$ cat src/rtl/div_unit_pkg.sv
// Shared definitions for the EX-stage divider: decoded ALU op codes and the
// divider FSM state encoding.
package div_unit_pkg;

    localparam logic [7:0] EXE_DIV_OP  = 8'b0001_1010;
    localparam logic [7:0] EXE_DIVU_OP = 8'b0001_1011;

    typedef enum logic [1:0] {
        DIV_IDLE = 2'b00,
        DIV_BUSY = 2'b01,
        DIV_DONE = 2'b10
    } div_state_e;

endpackage

$ cat src/rtl/div_abs.sv
// Conditional two's-complement: passes the value through, or negates it when
// neg is set. Used for operand magnitudes and for the final sign fix-up.
module div_abs #(
    parameter int W = 32
) (
    input  logic [W-1:0] val,
    input  logic         neg,
    output logic [W-1:0] res
);

    // Negate on request; the most negative value maps onto itself.
    always_comb begin
        if (neg) begin
            res = ~val + {{(W-1){1'b0}}, 1'b1};
        end else begin
            res = val;
        end
    end

endmodule

$ cat src/rtl/div_unit.sv
// Multi-cycle DIV/DIVU unit for the EX stage: radix-2 restoring division,
// one quotient bit per cycle, quotient on lo_o and remainder on hi_o.
module div_unit
    import div_unit_pkg::*;
#(
    parameter int DATA_W = 32
) (
    input  logic              clk,
    input  logic              resetn,
    input  logic              start_i,
    input  logic [7:0]        op_i,
    input  logic [DATA_W-1:0] src_a_i,
    input  logic [DATA_W-1:0] src_b_i,
    input  logic              annul_i,
    output logic              stall_o,
    output logic              ready_o,
    output logic [DATA_W-1:0] hi_o,
    output logic [DATA_W-1:0] lo_o
);

    localparam int RQ_W = 2 * DATA_W + 1;

    div_state_e        state_r, state_nxt_s;
    logic [5:0]        cnt_r;
    logic [RQ_W-1:0]   rq_r, rq_shift_s, rq_step_s;
    logic [DATA_W+1:0] trial_s;
    logic [DATA_W-1:0] divisor_r, abs_a_s, abs_b_s, quo_fix_s, rem_fix_s;
    logic              sign_a_r, sign_b_r, signed_r;
    logic              op_valid_s, op_signed_s, accept_s, last_s, div_zero_s;

    assign op_signed_s = (op_i == EXE_DIV_OP);
    assign op_valid_s  = (op_i == EXE_DIV_OP) || (op_i == EXE_DIVU_OP);
    assign accept_s    = (state_r == DIV_IDLE) && start_i && !annul_i && op_valid_s;
    assign div_zero_s  = (src_b_i == {DATA_W{1'b0}});
    assign last_s      = (state_r == DIV_BUSY) && (cnt_r == 6'(DATA_W - 1));

    div_abs #(.W(DATA_W)) u_abs_a (.val(src_a_i), .neg(op_signed_s & src_a_i[DATA_W-1]), .res(abs_a_s));
    div_abs #(.W(DATA_W)) u_abs_b (.val(src_b_i), .neg(op_signed_s & src_b_i[DATA_W-1]), .res(abs_b_s));
    div_abs #(.W(DATA_W)) u_fix_q (.val(rq_step_s[DATA_W-1:0]),
                                   .neg(signed_r & (sign_a_r ^ sign_b_r)), .res(quo_fix_s));
    div_abs #(.W(DATA_W)) u_fix_r (.val(rq_step_s[2*DATA_W-1:DATA_W]),
                                   .neg(signed_r & sign_a_r), .res(rem_fix_s));

    // One restoring step: shift {rem, quo} left, trial-subtract the divisor.
    always_comb begin
        rq_shift_s = rq_r << 1;
        trial_s    = {1'b0, rq_shift_s[RQ_W-1:DATA_W]} - {2'b00, divisor_r};
        if (!trial_s[DATA_W+1]) begin
            rq_step_s = {trial_s[DATA_W:0], rq_shift_s[DATA_W-1:1], 1'b1};
        end else begin
            rq_step_s = rq_shift_s;
        end
    end

    // FSM state register.
    always_ff @(posedge clk or negedge resetn) begin
        if (!resetn) begin
            state_r <= DIV_IDLE;
        end else begin
            state_r <= state_nxt_s;
        end
    end

    // Next-state logic; a flush overrides everything.
    always_comb begin
        state_nxt_s = state_r;
        if (annul_i) begin
            state_nxt_s = DIV_IDLE;
        end else begin
            case (state_r)
                DIV_IDLE: begin
                    if (accept_s) begin
                        state_nxt_s = div_zero_s ? DIV_DONE : DIV_BUSY;
                    end else begin
                        state_nxt_s = DIV_IDLE;
                    end
                end
                DIV_BUSY: begin
                    if (last_s) begin
                        state_nxt_s = DIV_DONE;
                    end else begin
                        state_nxt_s = DIV_BUSY;
                    end
                end
                DIV_DONE: state_nxt_s = DIV_IDLE;
                default:  state_nxt_s = DIV_IDLE;
            endcase
        end
    end

    // Operand latch at accept, then iterate the shift register and counter.
    always_ff @(posedge clk or negedge resetn) begin
        if (!resetn) begin
            rq_r      <= {RQ_W{1'b0}};
            divisor_r <= {DATA_W{1'b0}};
            sign_a_r  <= 1'b0;
            sign_b_r  <= 1'b0;
            signed_r  <= 1'b0;
            cnt_r     <= 6'd0;
        end else if (accept_s) begin
            rq_r      <= {{(DATA_W+1){1'b0}}, abs_a_s};
            divisor_r <= abs_b_s;
            sign_a_r  <= src_a_i[DATA_W-1];
            sign_b_r  <= src_b_i[DATA_W-1];
            signed_r  <= op_signed_s;
            cnt_r     <= 6'd0;
        end else if (state_r == DIV_BUSY) begin
            rq_r  <= rq_step_s;
            cnt_r <= cnt_r + 6'd1;
        end else begin
            rq_r  <= rq_r;
            cnt_r <= cnt_r;
        end
    end

    // Result registers change only on entry to DONE, never on a flush.
    always_ff @(posedge clk or negedge resetn) begin
        if (!resetn) begin
            hi_o <= {DATA_W{1'b0}};
            lo_o <= {DATA_W{1'b0}};
        end else if (accept_s && div_zero_s) begin
            hi_o <= src_a_i;
            lo_o <= {DATA_W{1'b1}};
        end else if (last_s && !annul_i) begin
            hi_o <= rem_fix_s;
            lo_o <= quo_fix_s;
        end else begin
            hi_o <= hi_o;
            lo_o <= lo_o;
        end
    end

    // Handshake: stall while accepting or iterating, pulse ready in DONE.
    always_comb begin
        stall_o = 1'b0;
        ready_o = 1'b0;
        if (resetn) begin
            stall_o = accept_s || (state_r == DIV_BUSY);
            ready_o = (state_r == DIV_DONE) && !annul_i;
        end else begin
            stall_o = 1'b0;
            ready_o = 1'b0;
        end
    end

endmodule

$ cat config.mk
export PLATFORM = sky130hd
export DESIGN_NAME = div_unit
export DESIGN_NICKNAME = d
export VERILOG_FILES = /design/src/rtl/div_unit_pkg.sv /design/src/rtl/div_abs.sv /design/src/rtl/div_unit.sv
export SDC_FILE = /design/constraint.sdc
export NUM_CORES = 1
export LEC_CHECK = 0
export BUFFER_PORTS_ARGS = -buffer_cell sky130_fd_sc_hd__clkbuf_2
export CAP_MARGIN = 10
export CORE_ASPECT_RATIO = 0.9
export CORE_MARGIN = 2
export CORE_UTILIZATION = 50
export CTS_CLUSTER_DIAMETER = 120
export DETAILED_ROUTE_END_ITERATION = 12
export PLACE_DENSITY = 0.73
export SLEW_MARGIN = 20
export SYNTH_ARGS = -nofsm -noshare
export SYNTH_HDL_FRONTEND = slang
export SYNTH_SLANG_ARGS = --single-unit
$ cat constraint.sdc
create_clock -name clk -period 4.15 [get_ports clk]
set_input_delay 0.83 -clock clk [delete_from_list [all_inputs] [get_ports clk]]
set_output_delay 0.83 -clock clk [all_outputs]
set_load 0.05 [all_outputs]
==> reports/qor.yml <==
status:
  outcome: "complete, no violations"
critical_path:
  worstPathArrival_ns: 4.25
  path_cells: "ha_1, and4b_2, a2111oi_4, o21ai_2, or2_4, o21ai_2, ha_2, nand2b_1, or3_1, nor3_1, a31o_2, nand4_1, a21oi_4, a31oi_1, xor2_1, o21ai_1"
  cpPeakStageDelay_ns: 0.40
  crit-reg2reg-launch: "rq_r[60]"
  reg2reg_to: "hi_o[26]"
  required_ns: 4.43
  worst-path-buf-inv: 0
  cp_top_family: "compound AO/OA/AOI/OAI gates"
  crit_type: "flop to flop"
  cpMostUsedCell: "o21ai_2"
  cp-startpoint: "rq_r[60]"
  cp_max_fo: 7
  reg2regPathDepth: 16
  crit_slowest_cell: "dfrtp_1"
  rrSetupSlack_ns: 0.19
  cp-end-kind: "flop"
  critPathLaunchType: "flop"
synth:
  synth_top_family_by_area: "compound AO/OA/AOI/OAI gates"
  syn_avg_cell_area_um2: 8.17
  synth_xor_area_share_pct: 10.3
  synth_top_flop_cell: "dfrtp_1"
  muxShareOfSynthArea_pct: 1.46
  synth_adder_area_share_pct: 4.00
  yosysTopAreaCell: "dfrtp_1"
  ys_types: 81
  synth_compound_area_share_pct: 24.4
  async_flop_share_pct: 100
  synth_area_um2: 12100
  yosysTopAreaCellShare_pct: 35.5
  synth_cells: 1478
  yosys_warnings: 0
  ys_ff_latch: 171
  seq_area_frac_synth_pct: 35.5
  yosys-top-cells-area: "dfrtp_1 (35%), o21ai_0 (6.1%), xor2_1 (6.0%), a21oi_1 (5.8%), nand2_1 (4.4%)"
  synth-simple-area-share_pct: 19.8
  synth_fp_nets: 1592
  synth_edf_count: 0
finish:
  drive_gt1_share_pct: 18.4
  fin_util_pct: 60.0
  num_antenna_cells: 0
  area_growth_pct: 17.0
  final_common_cell: "dfrtp_1"
  final_nets: 1741
  final_cell_mix: "dfrtp_1 (171), o21ai_0 (145), nand2_1 (140), a21oi_1 (140), clkbuf_2 (140)"
  finalNonFillerCells: 1941
sta:
  relSlewSlack_pct: 33.8
  fin_skew_ns: 0.0127
  worst_pin_slew_ns: 0.989
  rsz0062_at_grt: "no"
  post-route-period-util_pct: 95.5
  hold_viol: 0
  setup_viol: 0
  max_freq_mhz: 252
  post-route-min-period_ns: 3.96
  report.final.slew_viol_count: 0
  setup_tns_ns: 0
grt:
  grt_pass1_wl_mm: 60.3
  first_global_vias: 11300
  overflow: 0
  grt_usage_pct: 30.3
  grt_max_degree: 140
  antenna_found_initial: 1
placement:
  routabilityCongestion: 0.923
  hpwl_mm: 28.4
  io_buffers: 141
  placed_cells: 1908
drt:
  routedWlPerCell_um: 19.8
  routed_wl_mm: 38.4
  vias: 12000
  firstDrtPassIters: 6
  final_antenna_net_count: 0
  drc: 0
  drt_iter0_drc: 1209
  vias_per_cell: 6.20
flow_run:
  maxCapViolations: 0
pwr:
  total_power_mw: 6.10
  p_leak_nw: 6.08
  power.density_nw_per_um2: 432
  vdd_drop_max_mv: 0.279
clocking:
  worstSkewPairLatency_ns: 0.44
  hold_buffers: 0
  h-tree-depth: 4
  clock-root-buffer: "clkbuf_16"
  clock_sinks: 171
  cts_buffer_depth: 2
  cts_made_buffers: 17
  cts_tree: "yes"
  clk_pin_slew_ns: 0.07
die:
  start_util_pct: 51.3
  fp-row-count: 53
  io_pins: 142
  die_width_um: 168
  fp.dieH_um: 151
  coreArea_um2: 23500
  die-area_um2: 25400
worst_hold_path:
  hp-class: "primary input to asynchronous set/reset pin"
-- power breakdown --
part	total [mW]	leakage, nW	switching, mW	internal [mW]
combinational	2.35	3.70	1.46	0.886
clock	1.77	0.292	0.752	1.02
sequential	1.99	2.08	0.169	1.82
-- worst max-delay path by stage --
| stage | endpoint | slack, ns | depth (start not counted) |
|---|---|---|---|
| after floorplan | hi_o[24] | 0.03 | 22 |
| after global placement | hi_o[24] | 0.14 | 18 |
| after detailed placement | hi_o[24] | 0.09 | 18 |
| after CTS | hi_o[22] | 0.05 | 18 |
| after global routing | lo_o[28] | 0.001 | 16 |
| final | hi_o[26] | 0.19 | 16 |
-- layer usage --
layer  wire [um]  part of all wire (%)  up-vias  track usage (%)
met1       17300                    45     5722             42.4
met3        2820                   7.3       74             5.23
met4         935                   2.4        0             10.1
met5           0                     0        -                0
li1            -                     -     5629                -
met2       17300                    45      601             47.9
-- area by class of cell --
class,count,area (um^2)
Clock buffer,17,425
Clock inverter,14,206
Fill cell,2078,9420
Inverter,52,195
Multi-Input combinational cell,1171,7360
Sequential cell,171,4280
Tap cell,302,378
Timing Repair Buffer,214,1270
-- worst reg2reg max path: stages, from the launching register on --
cell and delay, ns:
dfrtp_1 0.40, ha_1 0.34, and4b_2 0.30, a2111oi_4 0.37, o21ai_2 0.12, or2_4 0.28, o21ai_2 0.18, ha_2 0.21
nand2b_1 0.09, or3_1 0.32, nor3_1 0.13, a31o_2 0.17, nand4_1 0.18, a21oi_4 0.28, a31oi_1 0.14, xor2_1 0.19
o21ai_1 0.09
-- Yosys cell counts, types with 21 or more instances --
cell,number
a21oi_1,140
a22oi_1,40
a31oi_1,22
and3_1,21
clkbuf_1,65
dfrtp_1,171
ha_1,37
inv_1,50
nand2_1,140
nand3_1,47
nor2_1,124
nor3_1,45
o21ai_0,148
xnor2_1,59
xor2_1,83
-- flip-flops by register name (all words and copies together), names as in the netlist --
register and cells:
rq_r 64, state_r 2, sign_a_r 1, divisor_r 32, lo_o 32, signed_r 1
hi_o 32, sign_b_r 1, cnt_r 6
-- cells by family (layout without fill, tap and decap cells) --
family | after synthesis | in the layout
and+or+nand+nor | 491 | 491
AOI/OAI and AO/OA | 483 | 483
DFF | 171 | 171
xor gates and xnor gates | 142 | 142
buffers and inverters | 136 | 297
adders and majority gates | 38 | 38
muxes | 17 | 17
-- stage by stage --
stage / setup WS (ns) / cell area (um^2) / hold slack, ns
CTS: 0.0492 / 14000 / 0.292
finish: 0.186 / 14100 / 0.282
global placement: 0.142 / 13400 / 0.464
detailed placement: 0.0890 / 13400 / 0.470
floorplan: 0.0255 / 12100 / 0.450
global route: 0.00103 / 14100 / 0.303
-- timing repair --
action	4_1_cts	5_1_grt
resized for setup	0	15
setup buffers	0	2
endpoints found under the setup margin	0	19
(Power assumes the default switching activity.)
